## config.mk

```make
export PLATFORM = sky130hd
export DESIGN_NAME = uart_rx_flat
export DESIGN_NICKNAME = d
export VERILOG_FILES = /design/src/rtl/uart_rx_if.sv /design/src/rtl/uart_rx.sv /design/src/flat_wrapper.sv
export SDC_FILE = /design/constraint.sdc
export NUM_CORES = 1
export LEC_CHECK = 0
export ABC_AREA = 1
export BUFFER_PORTS_ARGS = -buffer_cell sky130_fd_sc_hd__buf_2
export CORE_MARGIN = 2
export CORE_UTILIZATION = 49
export CTS_CLUSTER_DIAMETER = 50
export DETAILED_ROUTE_END_ITERATION = 16
export PLACE_DENSITY = 0.78
export SYNTH_ARGS = -nofsm -noshare
export SYNTH_HDL_FRONTEND = slang
export SYNTH_SLANG_ARGS = --single-unit
```

## constraint.sdc

```tcl
create_clock -name clk -period 1.8 [get_ports clk]
set_clock_uncertainty 0.15 [all_clocks]
set_input_delay 0.09 -clock clk [delete_from_list [all_inputs] [get_ports clk]]
set_output_delay 0.09 -clock clk [all_outputs]
set_load 0.01 [all_outputs]
```

## src/rtl/uart_rx_if.sv

```systemverilog
// Bus-side register interface of the UART receiver: received byte, status levels and consume pulse.
interface uart_rx_if;
  logic [7:0] rx_data;
  logic       rx_avail;
  logic       rx_error;
  logic       rx_ack;

  modport master (output rx_data, rx_avail, rx_error, input rx_ack);
  modport slave  (input rx_data, rx_avail, rx_error, output rx_ack);
endinterface

```

## src/rtl/uart_rx.sv

```systemverilog
// 8N1 UART receiver with 16x oversampling, mid-bit sampling, overrun and framing-error flags.
module uart_rx #(
  parameter int freq_hz = 100000000,
  parameter int baud    = 115200
) (
  input  logic     clk,
  input  logic     reset,
  input  logic     uart_rxd,
  uart_rx_if.master bus
);
  localparam int DIV_RAW = freq_hz / (16 * baud);
  localparam int DIV     = (DIV_RAW < 1) ? 1 : DIV_RAW;
  localparam int DW      = (DIV > 1) ? $clog2(DIV) : 1;

  typedef enum logic [2:0] {IDLE, START, DATA, STOP, WAIT_HIGH} state_t;

  logic [1:0]    sync;
  logic          rxd_s;
  logic [DW-1:0] div_cnt;
  logic          tick;
  state_t        state, state_nx;
  logic [3:0]    cnt16, cnt16_nx;
  logic [2:0]    bitcnt, bitcnt_nx;
  logic [7:0]    sreg, sreg_nx;
  logic          frame_ok, frame_err;

  assign rxd_s = sync[1];
  assign tick  = (div_cnt == DW'(DIV - 1));

  always_ff @(posedge clk or negedge reset) begin
    if (!reset) begin
      sync    <= 2'b11;
      div_cnt <= '0;
      state   <= IDLE;
      cnt16   <= '0;
      bitcnt  <= '0;
      sreg    <= '0;
    end else begin
      sync    <= {sync[0], uart_rxd};
      div_cnt <= tick ? '0 : div_cnt + 1'b1;
      state   <= state_nx;
      cnt16   <= cnt16_nx;
      bitcnt  <= bitcnt_nx;
      sreg    <= sreg_nx;
    end
  end

  always_comb begin
    state_nx  = state;
    cnt16_nx  = cnt16;
    bitcnt_nx = bitcnt;
    sreg_nx   = sreg;
    frame_ok  = 1'b0;
    frame_err = 1'b0;
    if (tick) begin
      case (state)
        IDLE:
          if (!rxd_s) begin
            state_nx = START;
            cnt16_nx = 4'd0;
          end
        START:
          // Re-check the line at mid start bit so short glitches are dropped.
          if (cnt16 == 4'd7) begin
            if (!rxd_s) begin
              state_nx  = DATA;
              cnt16_nx  = 4'd0;
              bitcnt_nx = 3'd0;
            end else begin
              state_nx = IDLE;
            end
          end else begin
            cnt16_nx = cnt16 + 4'd1;
          end
        DATA: begin
          cnt16_nx = cnt16 + 4'd1;
          if (cnt16 == 4'd15) begin
            sreg_nx   = {rxd_s, sreg[7:1]};
            bitcnt_nx = bitcnt + 3'd1;
            if (bitcnt == 3'd7) begin
              state_nx = STOP;
              cnt16_nx = 4'd0;
            end
          end
        end
        STOP: begin
          cnt16_nx = cnt16 + 4'd1;
          if (cnt16 == 4'd15) begin
            if (rxd_s) begin
              frame_ok = 1'b1;
              state_nx = IDLE;
            end else begin
              frame_err = 1'b1;
              state_nx  = WAIT_HIGH;
            end
          end
        end
        WAIT_HIGH:
          if (rxd_s) state_nx = IDLE;
        default: state_nx = IDLE;
      endcase
    end
  end

  // A consume pulse landing with a new event is superseded by that event.
  always_ff @(posedge clk or negedge reset) begin
    if (!reset) begin
      bus.rx_data  <= 8'h00;
      bus.rx_avail <= 1'b0;
      bus.rx_error <= 1'b0;
    end else if (frame_ok) begin
      bus.rx_data  <= sreg;
      bus.rx_avail <= 1'b1;
      bus.rx_error <= ~bus.rx_ack & (bus.rx_error | bus.rx_avail);
    end else if (frame_err) begin
      bus.rx_avail <= bus.rx_avail & ~bus.rx_ack;
      bus.rx_error <= 1'b1;
    end else if (bus.rx_ack) begin
      bus.rx_avail <= 1'b0;
      bus.rx_error <= 1'b0;
    end
  end
endmodule

```

## src/flat_wrapper.sv

```systemverilog
// flat-port wrapper written by rule: the top's interface ports become plain ports
module uart_rx_flat 
#(
  parameter int freq_hz = 100000000,
  parameter int baud    = 115200
)
  (clk, reset, uart_rxd, bus_rx_data, bus_rx_avail, bus_rx_error, bus_rx_ack);
  uart_rx_if bus_i ();
  input  logic clk;
  input  logic reset;
  input  logic uart_rxd;
  output wire logic [$bits(bus_i.rx_data)-1:0] bus_rx_data;
  output wire logic [$bits(bus_i.rx_avail)-1:0] bus_rx_avail;
  output wire logic [$bits(bus_i.rx_error)-1:0] bus_rx_error;
  input wire logic [$bits(bus_i.rx_ack)-1:0] bus_rx_ack;
  assign bus_rx_data = bus_i.rx_data;
  assign bus_rx_avail = bus_i.rx_avail;
  assign bus_rx_error = bus_i.rx_error;
  assign bus_i.rx_ack = bus_rx_ack;
  uart_rx #(.freq_hz(freq_hz), .baud(baud)) u_core (.clk(clk), .reset(reset), .uart_rxd(uart_rxd), .bus(bus_i));
endmodule
```

== After elaboration in Yosys (flattened, before gate mapping) ==
Index checks and enable logic that the tools add are counted.
Widths: inputs -> output; s select.
Storage, ports and cells
  bits in registers: 36
  input bits: 4
  output and inout bits: 10
  logic and storage cells: 71
Cells by class
  $add $sub $neg: 3
  equality and inequality tests: 15
  multiplexer cells: 32
  bitwise operators: 4
  reduce and logical (&&, ||, !) cells: 8
Operators with widths (number)
  $mux 3: 10
  $mux 4: 4
  $pmux 4 s4: 1
  $pmux 3 s5: 1
  $mux 1: 13
  $ne 2x1->1 const B: 5
  $reduce_and 7->1: 1
  $add 6x1->6 const B: 1
  $eq 3x2->1 const B: 2
  $eq 3x3->1 const B: 2
  $eq 6x6->1 const B: 1
  $mux 6: 1
  $pmux 3 s2: 1
  $reduce_and 5->1: 1
  $add 4x1->4 const B: 1
  $eq 4x3->1 const B: 1
  $eq 4x4->1 const B: 1
  $ne 2x2->1 const B: 2
  $reduce_bool 4->1: 1
  $add 3x1->3 const B: 1
  $eq 3x1->1 const B: 1
  $logic_not 3->1: 1
  $reduce_and 3->1: 1
  $reduce_bool 3->1: 1
  6 further kinds: 7

== Longest topological paths before layout ==
Gate-level depths: netlist of run 1.
  word-level depth: 6
  mapped depth: 10
  depth with buffers taken out: 10

== Least setup slack after synthesis of run 1 ==
Ideal clock, no wire load.
  path kind: register -> register
  from: register u_core.div_cnt[1]
  to: register u_core.state[2]
  setup time: 117 ps
  arrival time: 1269 ps
  required time: 1533 ps
  slack: 265 ps
  cell stages (with the launch flop): 11
  buffers on the path: 1
  clock period less this slack: 1535 ps
  cells stage by stage: dfrtp_1 > inv_1 > ha_1 > nand3_2 > nor2_4 > buf_6 > nand3_4 > nor2_4 > nand2_2 > nand2_1 > nand2_1
On the way
  cells in the longest elaborated chain, start to end: 2
Ends and longest elaborated chain
  start: declaration: line uart_rx.sv:19  | logic [DW-1:0] div_cnt;
  start signal: assignment: line uart_rx.sv:40  | div_cnt <= tick ? '0 : div_cnt + 1'b1;
  $eq 6x6->1: line uart_rx.sv:28  | assign tick = (div_cnt == DW'(DIV - 1));
  $reduce_and 7->1 (no source line)
  end signal: assignment: line uart_rx.sv:41  | state <= state_nx;
  end: declaration: line uart_rx.sv:21  | state_t state, state_nx;
No other way between the ends.
A chain may end at the register's enable or synchronous reset.

== Final worst setup path of run 1 ==
  from: register u_core.div_cnt[1]
  to: register u_core.bus.rx_data[3]
On the way
  cells in the longest elaborated chain, start to end: 2
Ends and longest elaborated chain
  $eq 6x6->1: line uart_rx.sv:28
  $mux 1: line uart_rx.sv:55  | if (tick) begin
  end signal: assignment: line uart_rx.sv:112  | bus.rx_data <= sreg;
  end: declaration: line uart_rx_if.sv:8  | modport master (output rx_data, rx_avail, rx_error, input rx_ack);
No other way between the ends.

==> impl_results.md, run 1 <==
- Final Hold Vio Count: 0
- Post-route setup slack: 75.3 ps
- EDFF count, synth: 0
- Post-Route WL: 3500 microns
- Worst rel slew slack: 48.4%
- Global route overflow: 0
- GPL Wtd Cong: 0.848
- Area grow syn2layout: 17.0%
- Avg Inst Size Synth: 8.47 sq um
- Largest net degree at the start of global routing: 37
- Core Rows: 22
- Num CTS Buffers: 5
- Pwr dens: 679 nW/um^2
- # fillers: 303
- Startpoint Class: register
- Mapped cell area: 1810 sq um
- Antenna-violating nets left: 0
- Req. time, crit path: 1820 ps
- LEAKAGE: 1.05 nW
- Initial Util: 50.3%
- Share of cells above drive strength 1: 21.2%
- Sequential share of power: 56.5%
- Status: finished, final reports clean
- Post-route DRC violation count: 0
- Highest clock rate: 580 MHz
- I/O pin count: 14
- Sequential cell area: 903 sq um
- Hold_ws: 206 ps
- GRT Total Usage: 17.1%
- Chip Width: 64.8 microns
- DP Worst Slack: 81.8 ps
- Crit Path Max Fanout: 18
- Die height: 64.8 microns
- Setup crit end kind: register
- CTS tree: built
- Clock Tree Root: clkbuf_8
- Vias per inst: 5.00
- Syn Inst Count: 214
- Seq/Total Area, Yosys: 49.8%
- Synth Flop Type: dfrtp_1
- Worst Reg-to-Reg Cells: 9
- Max-slew violations: 0
- Min cycle time layout: 1720 ps
- CTS Buffer Depth: 2
- First-pass GRT wire length: 5480 microns
- Net Sw Frac: 21.5%
- Post-Layout Cell Count: 289
- Synth cell types: 24
- Worst-skew pair later-pin latency: 290 ps
- Logic pwr share: 1.9%
- Wire per inst: 12.1 microns
- Number of global-route vias before repair: 1311
- H-tree depth: 2
- Slew @ Worst Pin: 774 ps
- Syn nets: 223
- Placed Cells: 273
- Placed inst area: 1920 sq um
- Drt initial violations: 61
- Final Cell Area: 2120 sq um
- CTS sink count: 36
- Post-route clock period utilization: 95.8%
- Synth warnings: 0
- Hold Crit Class: reg2reg
- Switching power: 0.000309 W
- Clock power frac: 41.6%
- Pre-Repair DR Iteration Count: 4
- Async set-reset flop share out of synthesis: 100%
- Util after Layout: 58.8%
- Core area: 3610 sq um
- Register bit total from synthesis: 36
- Initial antenna violation count: 0
- Layout net count: 249
- Worst setup path class: reg2reg
- Worst Path Arrival: 1740 ps
- Peak supply drop: 0.387 mV
- Max_cap viols: 0
- Cell-internal power: 0.00113 W
- Die ar.: 4200 sq um
- Via count: 1444
- ANT cells: 0
- Port Buf Inserts: 13
- DP HPWL: 2300 microns
- Final setup violation count: 0
- WHS Path Cells: 0
- Area taken by multi-input logic gates: 758 sq um
- Clock transition at path regs: 80 ps
==> layout by cell type (no fill, tap or decap) <==
master	n
clkinvlp_4	1
ha_1	4
nor2_1	23
dfrtp_1	34
clkbuf_16	1
nor3_1	2
xor2_1	1
nand2_1	55
nand4_1	1
and2_4	1
nor2_4	2
inv_1	27
buf_4	4
o21ai_2	8
dfstp_2	2
nand3_2	3
nor2_2	1
inv_2	1
o211ai_2	1
buf_6	1
ha_2	1
o21ai_0	7
o21ai_1	8
nand3_4	1
buf_2	13
nand2_2	2
a21oi_1	3
buf_12	2
dlygate4sd3_1	3
clkbuf_8	6
clkbuf_1	1
nand3_1	21
==> worst max-delay path, cell delays in order (launching register included) <==
cell and delay, ps:
dfrtp_1 410, inv_1 70, ha_2 170, nand3_2 90, nor2_4 180, buf_12 130, nand3_2 60, buf_6 170
nand2_1 100, o21ai_2 70
==> synth_stat cells, types with 2 or more instances <==
cell / n / area, sq um
a21oi_1: 3 / 15.0
nor2_4: 2 / 22.5
o21ai_1: 8 / 40.0
nand2_2: 2 / 12.5
dfstp_2: 2 / 52.6
o21ai_0: 7 / 35.0
dfrtp_1: 34 / 851
nor2_1: 23 / 86.3
nand3_2: 3 / 30.0
buf_4: 2 / 15.0
nand2_1: 55 / 206
nor3_1: 2 / 10.0
inv_1: 27 / 101
ha_1: 5 / 62.6
nand3_1: 21 / 105
buf_6: 3 / 33.8
o21ai_2: 8 / 70.1
==> layout make-up <==
class	count	area share, %
Multi-Input combinational cell	145	35.7
Clock inverter	1	0.354
Inverter	28	4.95
Timing Repair Buffer	24	9.49
Sequential cell	36	42.6
Tap cell	48	2.83
Clock buffer	7	4.07
==> per-layer routing <==
metal	global-route usage [%]	up-vias	wire length [microns]	part of all wire, %
met3	4.86	2	107	3.1
met5	0	-	0	0
li1	-	730	-	-
met4	7.45	0	33	0.94
met1	20.3	692	1630	46
met2	28.9	20	1730	50
==> timing repair <==
action | 4_1_cts | 5_1_grt
hold buffers | 3 | 0
setup buffers | 0 | 4
setup endpoints to repair | 0 | 13
resized for setup | 0 | 2
hold endpoints to repair | 37 | 0
==> sequential cells by signal (all words and copies together), names as in the netlist <==
name                 flops
u_core.bitcnt            3
u_core.bus.rx_avail      1
u_core.bus.rx_data       8
u_core.bus.rx_error      1
u_core.cnt16             4
u_core.div_cnt           6
u_core.sreg              8
u_core.state             3
u_core.sync              2
==> metrics by stage <==
stage	TNS, ps	total power (W)
floorplan	0	0.000833
global placement	0	0.000853
detailed placement	0	0.000853
CTS	0	0.00145
global route	-43.6	0.00150
finish	0	0.00144
==> worst paths after layout <==
| kind | from | to | slack [ps] |
|---|---|---|---|
| worst max-delay path | u_core.div_cnt[1] | u_core.bus.rx_data[3] | 80 |
| worst min-delay path | u_core.sync[0] | u_core.sync[1] | 210 |
| worst max register to register | u_core.div_cnt[1] | u_core.bus.rx_data[3] | 80 |
| worst min register to register | u_core.sync[0] | u_core.sync[1] | 210 |
| max in group asynchronous | reset | u_core.bus.rx_data[5] | 720 |
| min in group asynchronous | reset | u_core.cnt16[0] | 270 |
==> power groups by stage <==
stage / clock, W / combinational (W) / sequential, W
final: 0.000599 / 0.0000268 / 0.000814
after global routing: 0.000659 / 0.0000315 / 0.000814
after CTS: 0.000612 / 0.0000281 / 0.000814
after detailed placement: 0 / 0.0000233 / 0.000830
after global placement: 0 / 0.0000232 / 0.000830
after floorplan: 0 / 0.00000339 / 0.000829
==> logic make-up after synthesis <==
group / synth area share, %
and+or+nand+nor: 28.2
DFF: 49.8
buffers and inverters: 8.49
AOI/OAI and AO/OA: 9.52
adders and majority gates: 3.45
xor gates and xnor gates: 0.483
No activity file was read; power rests on OpenSTA's default activity.
==> run 2, diff against run 1 <==
==> constraint.sdc (replaced) <==
create_clock -name clk -period 2.2 [get_ports clk]
set_clock_uncertainty 0.15 [all_clocks]
set_input_delay 0.11 -clock clk [delete_from_list [all_inputs] [get_ports clk]]
set_output_delay 0.11 -clock clk [all_outputs]
set_load 0.01 [all_outputs]
==> impl_results.md, run 2 (synthesized netlist as in run 1, its figures left out) <==
- Status: finished, final reports clean
- Sequential cell area: 903 sq um (unchanged)
- Worst Reg-to-Reg Cells: 6 (-3)
- Crit-path cells: ha_1, nand2_1, nor2_1, nand3_2, nand2_1, o21ai_2
- WHS Path Cells: 0 (unchanged)
- CTS tree: built
- Setup crit end kind: register
- Most frequent cells in the layout: 55 x nand2_1, 34 x dfrtp_1, 27 x inv_1
- Area taken by multi-input logic gates: 756 sq um (-0.33%)
- Slew @ Worst Pin: 775 ps (+0.952 ps)
- Post-route DRC violation count: 0 (unchanged)
- Worst path max stage delay: 390 ps (-20 ps)
- Setup slack, reg-to-reg: 390 ps (+310 ps)
- Hold Path Sink: u_core.sync[1]
- Slowest cell on the critical path: dfrtp_1
- First-pass GRT wire length: 5170 microns (-5.7%)
- Final setup TNS: 0 ps (unchanged)
- # fillers: 333 (+9.9%)
- FF-to-FF End: u_core.bus.rx_data[1]
- Clock Tree Root: clkbuf_8
- Worst-skew pair later-pin latency: 280 ps (about the same)
- Most common cell after layout, fill and taps aside: nand2_1
- Highest clock rate: 551 MHz (-5.0%)
- Hold path startpoint: u_core.sync[0]
- Antenna-violating nets left: 0 (unchanged)
- ANT cells: 0 (unchanged)
- Die height: 64.8 microns (unchanged)
- Global route overflow: 0 (unchanged)
- Area grow syn2layout: 12.2%
- Worst setup path class: reg2reg
- Clock transition at path regs: 70 ps (about the same)
- Core Rows: 22 (unchanged)
- Final Hold Vio Count: 0 (unchanged)
- Die ar.: 4200 sq um (unchanged)
- Layout net count: 242 (-2.8%)
- DP HPWL: 2120 microns (-7.9%)
- Via count: 1366 (-5.4%)
- Post-route clock period utilization: 82.5% (-13 points)
- Pre-Repair DR Iteration Count: 4 (unchanged)
- Peak supply drop: 0.289 mV (-25%)
- Initial antenna violation count: 0 (unchanged)
- Max_cap viols: 0 (unchanged)
- LEAKAGE: 1.01 nW (-4.3%)
- Worst Path Arrival: 1830 ps (+90 ps)
- Cts repair resizes: 0 (unchanged)
- Largest net degree at the start of global routing: 37 (unchanged)
- Drt initial violations: 82 (+34%)
- Top cell by count, worst path: nand2_1
- Worst rel slew slack: 48.3% (-0.063 points)
- Wire per inst: 10.5 microns (-13%)
- Final setup violation count: 0 (unchanged)
- H-tree depth: 2 (unchanged)
- Post-Route WL: 2960 microns (-15%)
- Startpoint Class: register
- Chip Width: 64.8 microns (unchanged)
- Hold_ws: 206 ps (-0.00200 ps)
- GPL Wtd Cong: 0.916 (+8.0%)
- Number of global-route vias before repair: 1215 (-7.3%)
- Util after Layout: 56.4% (-2.4 points)
- Share of cells above drive strength 1: 18.4% (-2.8 points)
- I/O pin count: 14 (unchanged)
- Power, Total: 0.00125 W (-13%)
- Num CTS Buffers: 5 (unchanged)
- RSZ-0062 raised after global routing: false
- Vias per inst: 4.84 (-3.1%)
- Core area: 3610 sq um (unchanged)
- Crit Path Max Fanout: 18 (unchanged)
- Largest regs: u_core.bus.rx_data: 8 flops, u_core.sreg: 8 flops, u_core.div_cnt: 6 flops
- Hold Crit Class: reg2reg
- CTS Buffer Depth: 2 (unchanged)
- Pwr dens: 616 nW/um^2 (-9.2%)
- Req. time, crit path: 2220 ps (+400 ps)
- Port Buf Inserts: 13 (unchanged)
- Min cycle time layout: 1810 ps (+90.0 ps)
- Initial Util: 50.3% (unchanged)
- CTS sink count: 36 (unchanged)
- Reg-to-reg startpoint: u_core.cnt16[0]
- Max-slew violations: 0 (unchanged)
- GRT Total Usage: 16.3% (-0.76 points)
-- run 2: changes by cell type in the layout (fill, tap and decap cells not counted), sizes merged --
cell	delta
buf	-6
clkbuf	-2
bufinv	+1
clkinv	+1
clkinvlp	-1
-- run 2: metal layers --
| layer | global-route usage (%) | part of all wire [%] |
|---|---|---|
| met5 | 0 | 0 |
| met4 | 7.45 | 1.9 |
| met3 | 4.69 | 3.2 |
| met2 | 25.0 | 46 |
| met1 | 21.5 | 49 |
-- run 2: worst max path at each step --
stage | from | cells after the start | endpoint
after global routing | u_core.div_cnt[1] | 7 | u_core.bitcnt[2]
after CTS | u_core.cnt16[0] | 6 | u_core.bus.rx_data[1]
after detailed placement | u_core.cnt16[0] | 6 | u_core.bus.rx_data[1]
after floorplan | u_core.div_cnt[1] | 10 | u_core.state[2]
after global placement | u_core.cnt16[1] | 6 | u_core.bus.rx_data[6]
final | u_core.cnt16[0] | 6 | u_core.bus.rx_data[1]
-- run 2: report_power, final --
group	switching (W)	leakage, nW	internal, W
clock	0.000229	0.0552	0.000336
sequential	0.00000136	0.482	0.000665
combinational	0.0000158	0.470	0.00000593
-- run 2: through the flow --
step / setup WS, ps / instance area, sq um / cells
floorplan: 665 / 1810 / 214
global placement: 421 / 1900 / 271
detailed placement: 363 / 1900 / 271
CTS: 366 / 2030 / 282
global route: 224 / 2030 / 282
finish: 385 / 2030 / 282
-- run 2: area by class of cell --
type | count | area share [%]
clock buffer | 6 | 3.57
clock inverter | 2 | 1.72
inverter | 28 | 5.17
multi-input combinational | 145 | 37.1
sequential | 36 | 44.4
tap | 48 | 2.95
timing repair buffer | 17 | 5.04
-- run 2: critical path: cells and delay by family, from the launching register on --
kind                     cells  cell delay, ps
AND/OR/NAND/NOR              4             880
adder cells (fa/ha/maj)      1             220
flip-flops                   1             390
AO/OA/AOI/OAI                1              60
-- run 2: what timing repair did --
action / CTS / global route
hold buffers: 3 / 0
hold endpoints to repair: 37 / 0
buffers inserted: 0 / 0
